`src/rtl/scan_seq_ctrl.sv`:
```
// Scan-test sequencer: drives scan enable and chain data through load, capture,
// overlapped unload/load per pattern and a final unload, with abort on loss of test mode.
module scan_seq_ctrl #(
   parameter int CHAIN_LEN = 64,
   parameter int CNT_W     = 11,
   parameter int CAP_CYC   = 1,
   parameter int PAT_W     = 16
) (
   input  logic             CLK,
   input  logic             RSTn,
   input  logic             TEN,
   input  logic             START,
   input  logic [PAT_W-1:0] NPAT,
   input  logic             SDI_IN,
   input  logic             CHAIN_OUT,
   output logic             SE_OUT,
   output logic             CHAIN_IN,
   output logic             SDO_OUT,
   output logic             BUSY,
   output logic             DONE,
   output logic             ERR,
   output logic [PAT_W-1:0] PAT_CNT
);

   localparam logic [2:0] ST_IDLE    = 3'd0;
   localparam logic [2:0] ST_SHIFT   = 3'd1;
   localparam logic [2:0] ST_CAPTURE = 3'd2;
   localparam logic [2:0] ST_UNLOAD  = 3'd3;
   localparam logic [2:0] ST_FIN     = 3'd4;

   localparam logic [CNT_W-1:0] LAST_SHIFT = CNT_W'(CHAIN_LEN - 1);
   localparam logic [1:0]       LAST_CAP   = 2'(CAP_CYC - 1);
   localparam logic [PAT_W-1:0] PAT_MAX    = {PAT_W{1'b1}};

   logic             ten_meta_r, ten_s_r;
   logic [2:0]       state_r, state_nxt_s;
   logic [CNT_W-1:0] cnt_r, cnt_nxt_s;
   logic [1:0]       cap_r, cap_nxt_s;
   logic [PAT_W-1:0] npat_r, npat_nxt_s;
   logic [PAT_W-1:0] pat_r, pat_nxt_s, pat_inc_s;
   logic             err_r, err_nxt_s;
   logic             se_r, busy_r, done_r, sdo_r;

   assign pat_inc_s = (pat_r == PAT_MAX) ? pat_r : pat_r + PAT_W'(1);

   // Next-state and counter decode; loss of test mode outside IDLE overrides everything
   always_comb begin
      state_nxt_s = state_r;
      cnt_nxt_s   = cnt_r;
      cap_nxt_s   = cap_r;
      npat_nxt_s  = npat_r;
      pat_nxt_s   = pat_r;
      err_nxt_s   = err_r;
      if ((state_r != ST_IDLE) && !ten_s_r) begin
         state_nxt_s = ST_IDLE;
         err_nxt_s   = 1'b1;
         cnt_nxt_s   = {CNT_W{1'b0}};
         cap_nxt_s   = 2'd0;
      end else begin
         case (state_r)
            ST_IDLE: begin
               if (START && ten_s_r) begin
                  npat_nxt_s  = NPAT;
                  pat_nxt_s   = {PAT_W{1'b0}};
                  err_nxt_s   = 1'b0;
                  cnt_nxt_s   = {CNT_W{1'b0}};
                  cap_nxt_s   = 2'd0;
                  state_nxt_s = (NPAT != {PAT_W{1'b0}}) ? ST_SHIFT : ST_FIN;
               end else begin
                  state_nxt_s = ST_IDLE;
               end
            end
            ST_SHIFT: begin
               if (cnt_r == LAST_SHIFT) begin
                  cnt_nxt_s   = {CNT_W{1'b0}};
                  state_nxt_s = ST_CAPTURE;
               end else begin
                  cnt_nxt_s = cnt_r + CNT_W'(1);
               end
            end
            ST_CAPTURE: begin
               if (cap_r == LAST_CAP) begin
                  cap_nxt_s   = 2'd0;
                  cnt_nxt_s   = {CNT_W{1'b0}};
                  pat_nxt_s   = pat_inc_s;
                  // next load overlaps unload of the pattern just captured
                  state_nxt_s = (pat_inc_s < npat_r) ? ST_SHIFT : ST_UNLOAD;
               end else begin
                  cap_nxt_s = cap_r + 2'd1;
               end
            end
            ST_UNLOAD: begin
               if (cnt_r == LAST_SHIFT) begin
                  cnt_nxt_s   = {CNT_W{1'b0}};
                  state_nxt_s = ST_FIN;
               end else begin
                  cnt_nxt_s = cnt_r + CNT_W'(1);
               end
            end
            ST_FIN: begin
               state_nxt_s = ST_IDLE;
            end
            default: begin
               state_nxt_s = ST_IDLE;
            end
         endcase
      end
   end

   // Test-enable synchroniser
   always_ff @(posedge CLK or negedge RSTn) begin
      if (!RSTn) begin
         ten_meta_r <= 1'b0;
         ten_s_r    <= 1'b0;
      end else begin
         ten_meta_r <= TEN;
         ten_s_r    <= ten_meta_r;
      end
   end

   // FSM state, counters and outputs registered from the next-state decode
   always_ff @(posedge CLK or negedge RSTn) begin
      if (!RSTn) begin
         state_r <= ST_IDLE;
         cnt_r   <= {CNT_W{1'b0}};
         cap_r   <= 2'd0;
         npat_r  <= {PAT_W{1'b0}};
         pat_r   <= {PAT_W{1'b0}};
         err_r   <= 1'b0;
         se_r    <= 1'b0;
         busy_r  <= 1'b0;
         done_r  <= 1'b0;
      end else begin
         state_r <= state_nxt_s;
         cnt_r   <= cnt_nxt_s;
         cap_r   <= cap_nxt_s;
         npat_r  <= npat_nxt_s;
         pat_r   <= pat_nxt_s;
         err_r   <= err_nxt_s;
         se_r    <= (state_nxt_s == ST_SHIFT) || (state_nxt_s == ST_UNLOAD);
         busy_r  <= (state_nxt_s == ST_SHIFT) || (state_nxt_s == ST_CAPTURE) ||
                    (state_nxt_s == ST_UNLOAD);
         done_r  <= (state_nxt_s == ST_FIN);
      end
   end

   // Chain tail capture toward SDO, only while shifting
   always_ff @(posedge CLK or negedge RSTn) begin
      if (!RSTn) begin
         sdo_r <= 1'b0;
      end else if (se_r) begin
         sdo_r <= CHAIN_OUT;
      end else begin
         sdo_r <= sdo_r;
      end
   end

   assign SE_OUT   = se_r;
   assign CHAIN_IN = se_r ? SDI_IN : 1'b0;
   assign SDO_OUT  = sdo_r;
   assign BUSY     = busy_r;
   assign DONE     = done_r;
   assign ERR      = err_r;
   assign PAT_CNT  = pat_r;

endmodule

```
`config.mk`:
```
export PLATFORM = sky130hd
export DESIGN_NAME = scan_seq_ctrl
export DESIGN_NICKNAME = d
export VERILOG_FILES = /design/src/rtl/scan_seq_ctrl.sv
export SDC_FILE = /design/constraint.sdc
export NUM_CORES = 1
export LEC_CHECK = 0
export ABC_AREA = 1
export CAP_MARGIN = 20
export CORE_MARGIN = 2
export CORE_UTILIZATION = 32
export DETAILED_ROUTE_END_ITERATION = 12
export PLACE_DENSITY = 0.63
export SYNTH_ARGS = -nofsm -noshare
export SYNTH_HDL_FRONTEND = slang
export SYNTH_SLANG_ARGS = --single-unit
export TNS_END_PERCENT = 10
```
`constraint.sdc`:
```
create_clock -name CLK -period 6.85 [get_ports CLK]
set_clock_uncertainty 0.1 [all_clocks]
set_input_delay 1.7125 -clock CLK [delete_from_list [all_inputs] [get_ports CLK]]
set_output_delay 1.7125 -clock CLK [all_outputs]
set_load 0.01 [all_outputs]
```
# After elaboration in Yosys (flattened, before gate mapping)
# Index checks and enable logic that the tools add are counted.
# Widths: inputs -> output; s select.
# word_totals
register_bits	55
input_bits	22
out_inout_bits	22
elab_cells	76
# classes
add_sub_neg	3
order_cmp	1
n_eq_ne	13
muxes	25
bitwise	1
reduce_logical	21
# ops
cell	count
$mux 16	3
$mux 11	4
$pmux 11 s3	1
$pmux 16 s2	1
$mux 3	6
$add 16x1->16 const B	1
$eq 16x16->1 const B	1
$lt 16x16->1	1
$reduce_bool 16->1	1
$eq 3x2->1 const B	4
$pmux 3 s4	1
$add 11x1->11 const B	1
$eq 11x6->1 const B	1
$mux 2	4
$eq 3x1->1 const B	2
$ne 3x3->1 const B	2
$reduce_and 3->1	2
$reduce_bool 2->1	3
$reduce_bool 3->1	2
$mux 1	4
$ne 2x2->1 const B	2
$pmux 2 s2	1
$reduce_and 2->1	2
$reduce_and 4->1	1
other kinds (10)	13

# Logic depth before layout (Yosys ltp)
# depth
depth_word	10
ltp_mapped	23
ltp_nobuf	23

# Worst setup path after synthesis
# OpenSTA, ideal clock, no wires.
# synth_path
path_kind	input port to output port
from	input port SDI_IN
to	output port CHAIN_IN
t_arrival_ns	1.827
required_time_ns	5.037
path_slack_ns	3.210
path_stages	2
n_path_buf	0
path_cell_list	nand2_1 inv_1
# synth_between
elab_chain_cells	1
# synth_rtl
item	line_no	source
from (decl)	14	input logic SDI_IN,
$mux 1	159	assign CHAIN_IN = se_r ? SDI_IN : 1'b0;
to (decl)	17	output logic CHAIN_IN,
# Every way passes these cells.

# Final worst setup path
# Same ends and word-level chain as after synthesis.

==> impl_metrics.toml <==
[route]
ant_nets = 0
wl_mm = 6.90
via_count = 2574
drt-vias-per-instance = 4.56
drtPass1Iterations = 4
routedWlPerCell_um = 12.2
route.detailed.drc = 0
dr.first_iter.drc_count = 154

[outcome]
outcome = "completed"

[floorplan]
ios = 44
dieWidth_um = 103
start_util_pct = 33.3
die_h_um = 103
coreArea_sq_mm = 0.00933
rows = 35
dieArea_sq_mm = 0.0105

[setup_path]
arrival_ps = 2780
crit_type = "in2out"
crit_fanout = 1
end_kind = "output pin"
required_ps = 5040
r2r_start = "PAT_CNT[0]$_DFFE_PN0P_"
startpoint_type = "primary input"
worstSetupStartpoint = "SDI_IN"
worst-r2r-cell-count = 22

[min_path]
hold_start = "ten_meta_r$_DFF_PN0_"
hold_class = "reg2reg"
holdPathStages = 0

[clocking]
post_cts_buffers = 0
cts.sinks = 55
cts_resized = 0
cts_tree = "built"
root_buffer = "clkbuf_8"
clk_path_buf_depth = 2
ctsHtreeMaxLevel = 2
clock_latency_ps = 300
cts.clk_slew.worst_paths_ps = 90
postCtsHoldBufs = 0
cts_made_buffers = 5

[power_and_ir_drop]
p_leak_nw = 1.82
power_mw = 0.860
powerDensity_mw_per_mm2 = 228
ir_drop_uv = 97.7

[grt]
grt_pass1_vias = 2573
grt_max_degree = 56
grt_first_pass_wirelength_mm = 11.8
grt_overflow_total = 0
antenna_found_initial = 0
gr-usage-all-layers_pct = 14.1

[timing]
timing.final.ws_setup_ps = 2260
slew_violations = 0
timing.hold.ws_ps = 256
finalSetupViolCount = 0
fmax_mhz = 218
slew_headroom_pct = 52.4
rsz0062_at_grt = "no"
setup_tns_ps = 0
worst-slew-pin-transition_ps = 714
hold_viol = 0
fin_crit_sh_pct = 67.0
layout_min_cycle_time_ps = 4590

[placement]
dpl_cell_area_sq_mm = 0.00370
port-buffer-count = 43
gp_congestion = 0.906
post-place-ws_ps = 2250
dpl.hpwl_mm = 5.27

[synth]
synth-edff-count = 0
netlist_instances = 387
ys_warn_count = 0
synth_cell_type_count = 36
syn_avg_cell_area_sq_um = 8.03
synth_ff_type = "dfrtp_1"
synthArstFlopShare_pct = 100
ys_seq_area_share_pct = 44.3
netlist_area_sq_mm = 0.00311
syn-num-nets = 428
ys_ff_latch = 55

[final_layout]
multi_input_area_sq_mm = 0.00146
layout_common_cells = "84 x nand2_1, 68 x inv_1, 55 x dfrtp_1, 42 x clkdlybuf4s50_1, 36 x nor2_1"
area_growth_pct = 21.4
drive_above_1_share_pct = 7.13
nNetsFinal = 477
n_fill_cell = 960
layout_commonest_cell = "nand2_1"
regArea_sq_mm = 0.00138
final_area_sq_mm = 0.00377
diodes = 0

[job]
cap_violations = 0
## area by class of cell
class / instances / area share (%)
Clock buffer: 6 / 1.92
Inverter: 71 / 7.13
Tap cell: 129 / 4.28
Timing Repair Buffer: 45 / 11.7
Multi-Input combinational cell: 258 / 38.5
Sequential cell: 55 / 36.5
## cell usage after synthesis (2+ instances only)
cell type / count / area, sq um
a21oi_1: 12 / 60.1
nor2_4: 2 / 22.5
nand4_1: 4 / 25.0
o22ai_1: 5 / 31.3
a22o_1: 4 / 35.0
nor2_2: 5 / 31.3
o21ai_1: 6 / 30.0
nand3_1: 11 / 55.1
inv_1: 68 / 255
inv_2: 2 / 7.51
nand2_1: 84 / 315
clkbuf_1: 3 / 11.3
nor2_1: 37 / 139
a211oi_1: 2 / 15.0
nor3_1: 6 / 30.0
o21ai_0: 28 / 140
ha_1: 19 / 238
o221ai_1: 2 / 17.5
nor4_1: 4 / 25.0
nor3_2: 2 / 20.0
xor2_1: 9 / 78.8
dfrtp_1: 55 / 1380
nand2_2: 4 / 25.0
## worst max-delay path, cell delays in order
cell             delay (ps)
clkdlybuf4s50_1         450
nand2_1                  40
inv_1                    50
clkdlybuf4s50_1         520
## per-stage QoR
| step | utilization (%) | instances |
|---|---|---|
| 4_1_cts | 40.5 | 564 |
| 3_3_place_gp | 39.7 | 558 |
| 2_1_floorplan | - | 387 |
| 6_report | 40.5 | 564 |
| 3_5_place_dp | 39.7 | 558 |
| 5_1_grt | 40.5 | 564 |
## logic make-up after synthesis
group | count (synthesis) | share of synthesized area, %
buffers and inverters | 74 | 9.01
muxes | 1 | 0.362
AOI/OAI and AO/OA | 64 | 11.9
DFF | 55 | 44.3
xor gates and xnor gates | 10 | 3.06
adders and majority gates | 19 | 7.65
and+or+nand+nor | 164 | 23.8
## flip-flops by register name, summed over array words and instances, names as in the netlist
| name | flops |
|---|---|
| PAT_CNT | 16 |
| npat_r | 16 |
| cnt_r | 11 |
| state_r | 3 |
| cap_r | 2 |
| BUSY | 1 |
| DONE | 1 |
| ERR | 1 |
| SDO_OUT | 1 |
| SE_OUT | 1 |
| ten_meta_r | 1 |
| ten_s_r | 1 |
## metal layers
metal,wire length (um),GRT usage [%],vias to the layer above
li1,-,-,1328
met1,3270,19.0,1195
met2,3340,23.9,44
met3,203,2.37,7
met4,80,2.97,0
met5,0,0,-
## final timing paths
kind,to,slack (ps)
min in group asynchronous,SE_OUT$_DFF_PN0_,1450
max,CHAIN_IN,2260
max in group asynchronous,cnt_r[5]$_DFFE_PN0P_,4740
min reg2reg,ten_s_r$_DFF_PN0_,260
min,ten_s_r$_DFF_PN0_,260
max reg2reg,BUSY$_DFF_PN0_,3600
## power by group
part           total (mW)  internal [mW]  leakage, nW  switching (mW)
sequential          0.421          0.392        0.726          0.0286
clock               0.168         0.0686       0.0371          0.0993
combinational       0.272          0.106         1.05           0.165
Power figures use the tool's default switching activity.
==> patch: new RTL, same settings <==
Make the reset (`RSTn`) synchronous in 3 clocked blocks.
--- a/src/rtl/scan_seq_ctrl.sv
+++ b/src/rtl/scan_seq_ctrl.sv
@@ -109,5 +109,5 @@
 
    // Test-enable synchroniser
-   always_ff @(posedge CLK or negedge RSTn) begin
+   always_ff @(posedge CLK) begin
       if (!RSTn) begin
          ten_meta_r <= 1'b0;
@@ -120,5 +120,5 @@
 
    // FSM state, counters and outputs registered from the next-state decode
-   always_ff @(posedge CLK or negedge RSTn) begin
+   always_ff @(posedge CLK) begin
       if (!RSTn) begin
          state_r <= ST_IDLE;
@@ -146,5 +146,5 @@
 
    // Chain tail capture toward SDO, only while shifting
-   always_ff @(posedge CLK or negedge RSTn) begin
+   always_ff @(posedge CLK) begin
       if (!RSTn) begin
          sdo_r <= 1'b0;
Behaviour: differs if RSTn is asserted again (counterexample within 4 cycles, from zero or initial values and one cycle with RSTn low); with RSTn held inactive, the same outputs for 10 cycles.
==> patch against the original RTL <==
- design area shrank 4.7%
- synthesized area is 4.5% lower
- worst setup slack worse by 16 ps
- count of clock-buffer cells in the layout stayed put
- routed wire length is 8.9% lower
- sequential cell count stayed put
Power is not compared: it rests on default switching activity, and its combinational part moved more than twofold at a synthesized area within 25%.
==> patch: results (changes against the original RTL) <==
Initial DRC Count: 71 (-54%)
Final wirelength: 6284 um (-8.9%)
Fill count: 969 (+0.94%)
Critical path data arrival time: 2790 ps (about the same)
Tot GR Track Use: 13.14% (-0.93 points)
Critical Path Source: SDI_IN
Inst Count DP: 544 (-2.5%)
Routability cong.: 0.8658 (-4.4%)
Post-synthesis mux area share: 0.3791% (+0.017 points)
Reg2Reg Launch Point: PAT_CNT[0]
Top cells by count, synth: nand2_1 (84), dfxtp_1 (55), inv_1 (50), a21oi_1 (47), nor2_1 (31)
Detailed Place HPWL: 4946 um (-6.2%)
R2r setup slk: 3790 ps (+190 ps)
Share of cells above drive strength 1: 9.751% (+2.6 points)
Adder and majority gate portion of the synthesized area: 8.003% (+0.36 points)
XOR/XNOR share of the synthesized area: 3.791% (+0.73 points)
DR WL/cell: 11.38 um (-6.9%)
Asr flop ratio synth: 0% (-100 points)
Largest net degree at the start of global routing: 36 (-36%)
Outcome: completed
Syn nets: 440 (+2.8%)
Hold Worst Slack: 325.8 ps (+70.19 ps)
Register area share after synthesis: 37.07% (-7.2 points)
Vias in the first global route: 2500 (-2.8%)
Via/cell ratio: 4.734 (+3.7%)
Synth Area in Compound Gates: 14.74% (+2.9 points)
Primary FF master, synth: dfxtp_1
Hold_sp: ten_meta_r
Unique masters post-synth: 40 (+11%)
Post-Syn Instances: 399 (+3.1%)
Final nets: 481 (+0.84%)
==> patch: changes by cell type after synthesis, sizes merged, moves of 5 or more <==
cell,change
nor2,-6
o21ai,-14
dfxtp,+55
dfrtp,-55
inv,-16
a21oi,+36
o22ai,-5
==> patch: cells by family after synthesis <==
logic type      Yosys count
buf+inv                  65
fa+ha+maj                19
simple gates            168
flops                    55
compound gates           79
mux                       1
xor+xnor                 12
==> patch: cell type report <==
type,instances,area share [%]
Clock buffer,6,2.296
Clock inverter,2,0.3826
Inverter,56,5.983
Multi-Input combinational cell,279,44.90
Sequential cell,55,30.61
Tap cell,111,3.861
Timing Repair Buffer,43,11.97
==> patch: per-layer routing <==
layer	global-route usage, %	routed length (um)
met1	14.84	2819
met2	25.35	3271
met3	2.298	159
met4	3.161	34
met5	0	0
==> patch: metrics by stage <==
step | instance area [um^2] | setup slack, ps
floorplan | 2970 | 3202
global placement | 3501 | 2254
detailed placement | 3501 | 2252
CTS | 3597 | 2251
global route | 3597 | 2227
finish | 3597 | 2246
==> patch: worst paths after layout <==
kind | to | cells past startpoint
hold / removal | ten_s_r | 2
setup / recovery | CHAIN_IN | 4
hold reg to reg | ten_s_r | 2
setup reg to reg | BUSY | 17
==> patch: tightest hold or removal path: cells and delay by family, from the launching register on <==
kind,cells,cell delay (ps)
buffers and inverters,1,30
DFF,1,310
and+or+nand+nor,1,50
==> patch: power by group <==
group | leakage (nW) | internal (W) | total (W) | switching, W
combinational | 0.895 | 0.0000219 | 0.0000494 | 0.0000276
clock | 0.0516 | 0.0000830 | 0.000192 | 0.000109
sequential | 0.445 | 0.000325 | 0.000327 | 0.00000218
total | 1.39 | 0.000430 | 0.000569 | 0.000139
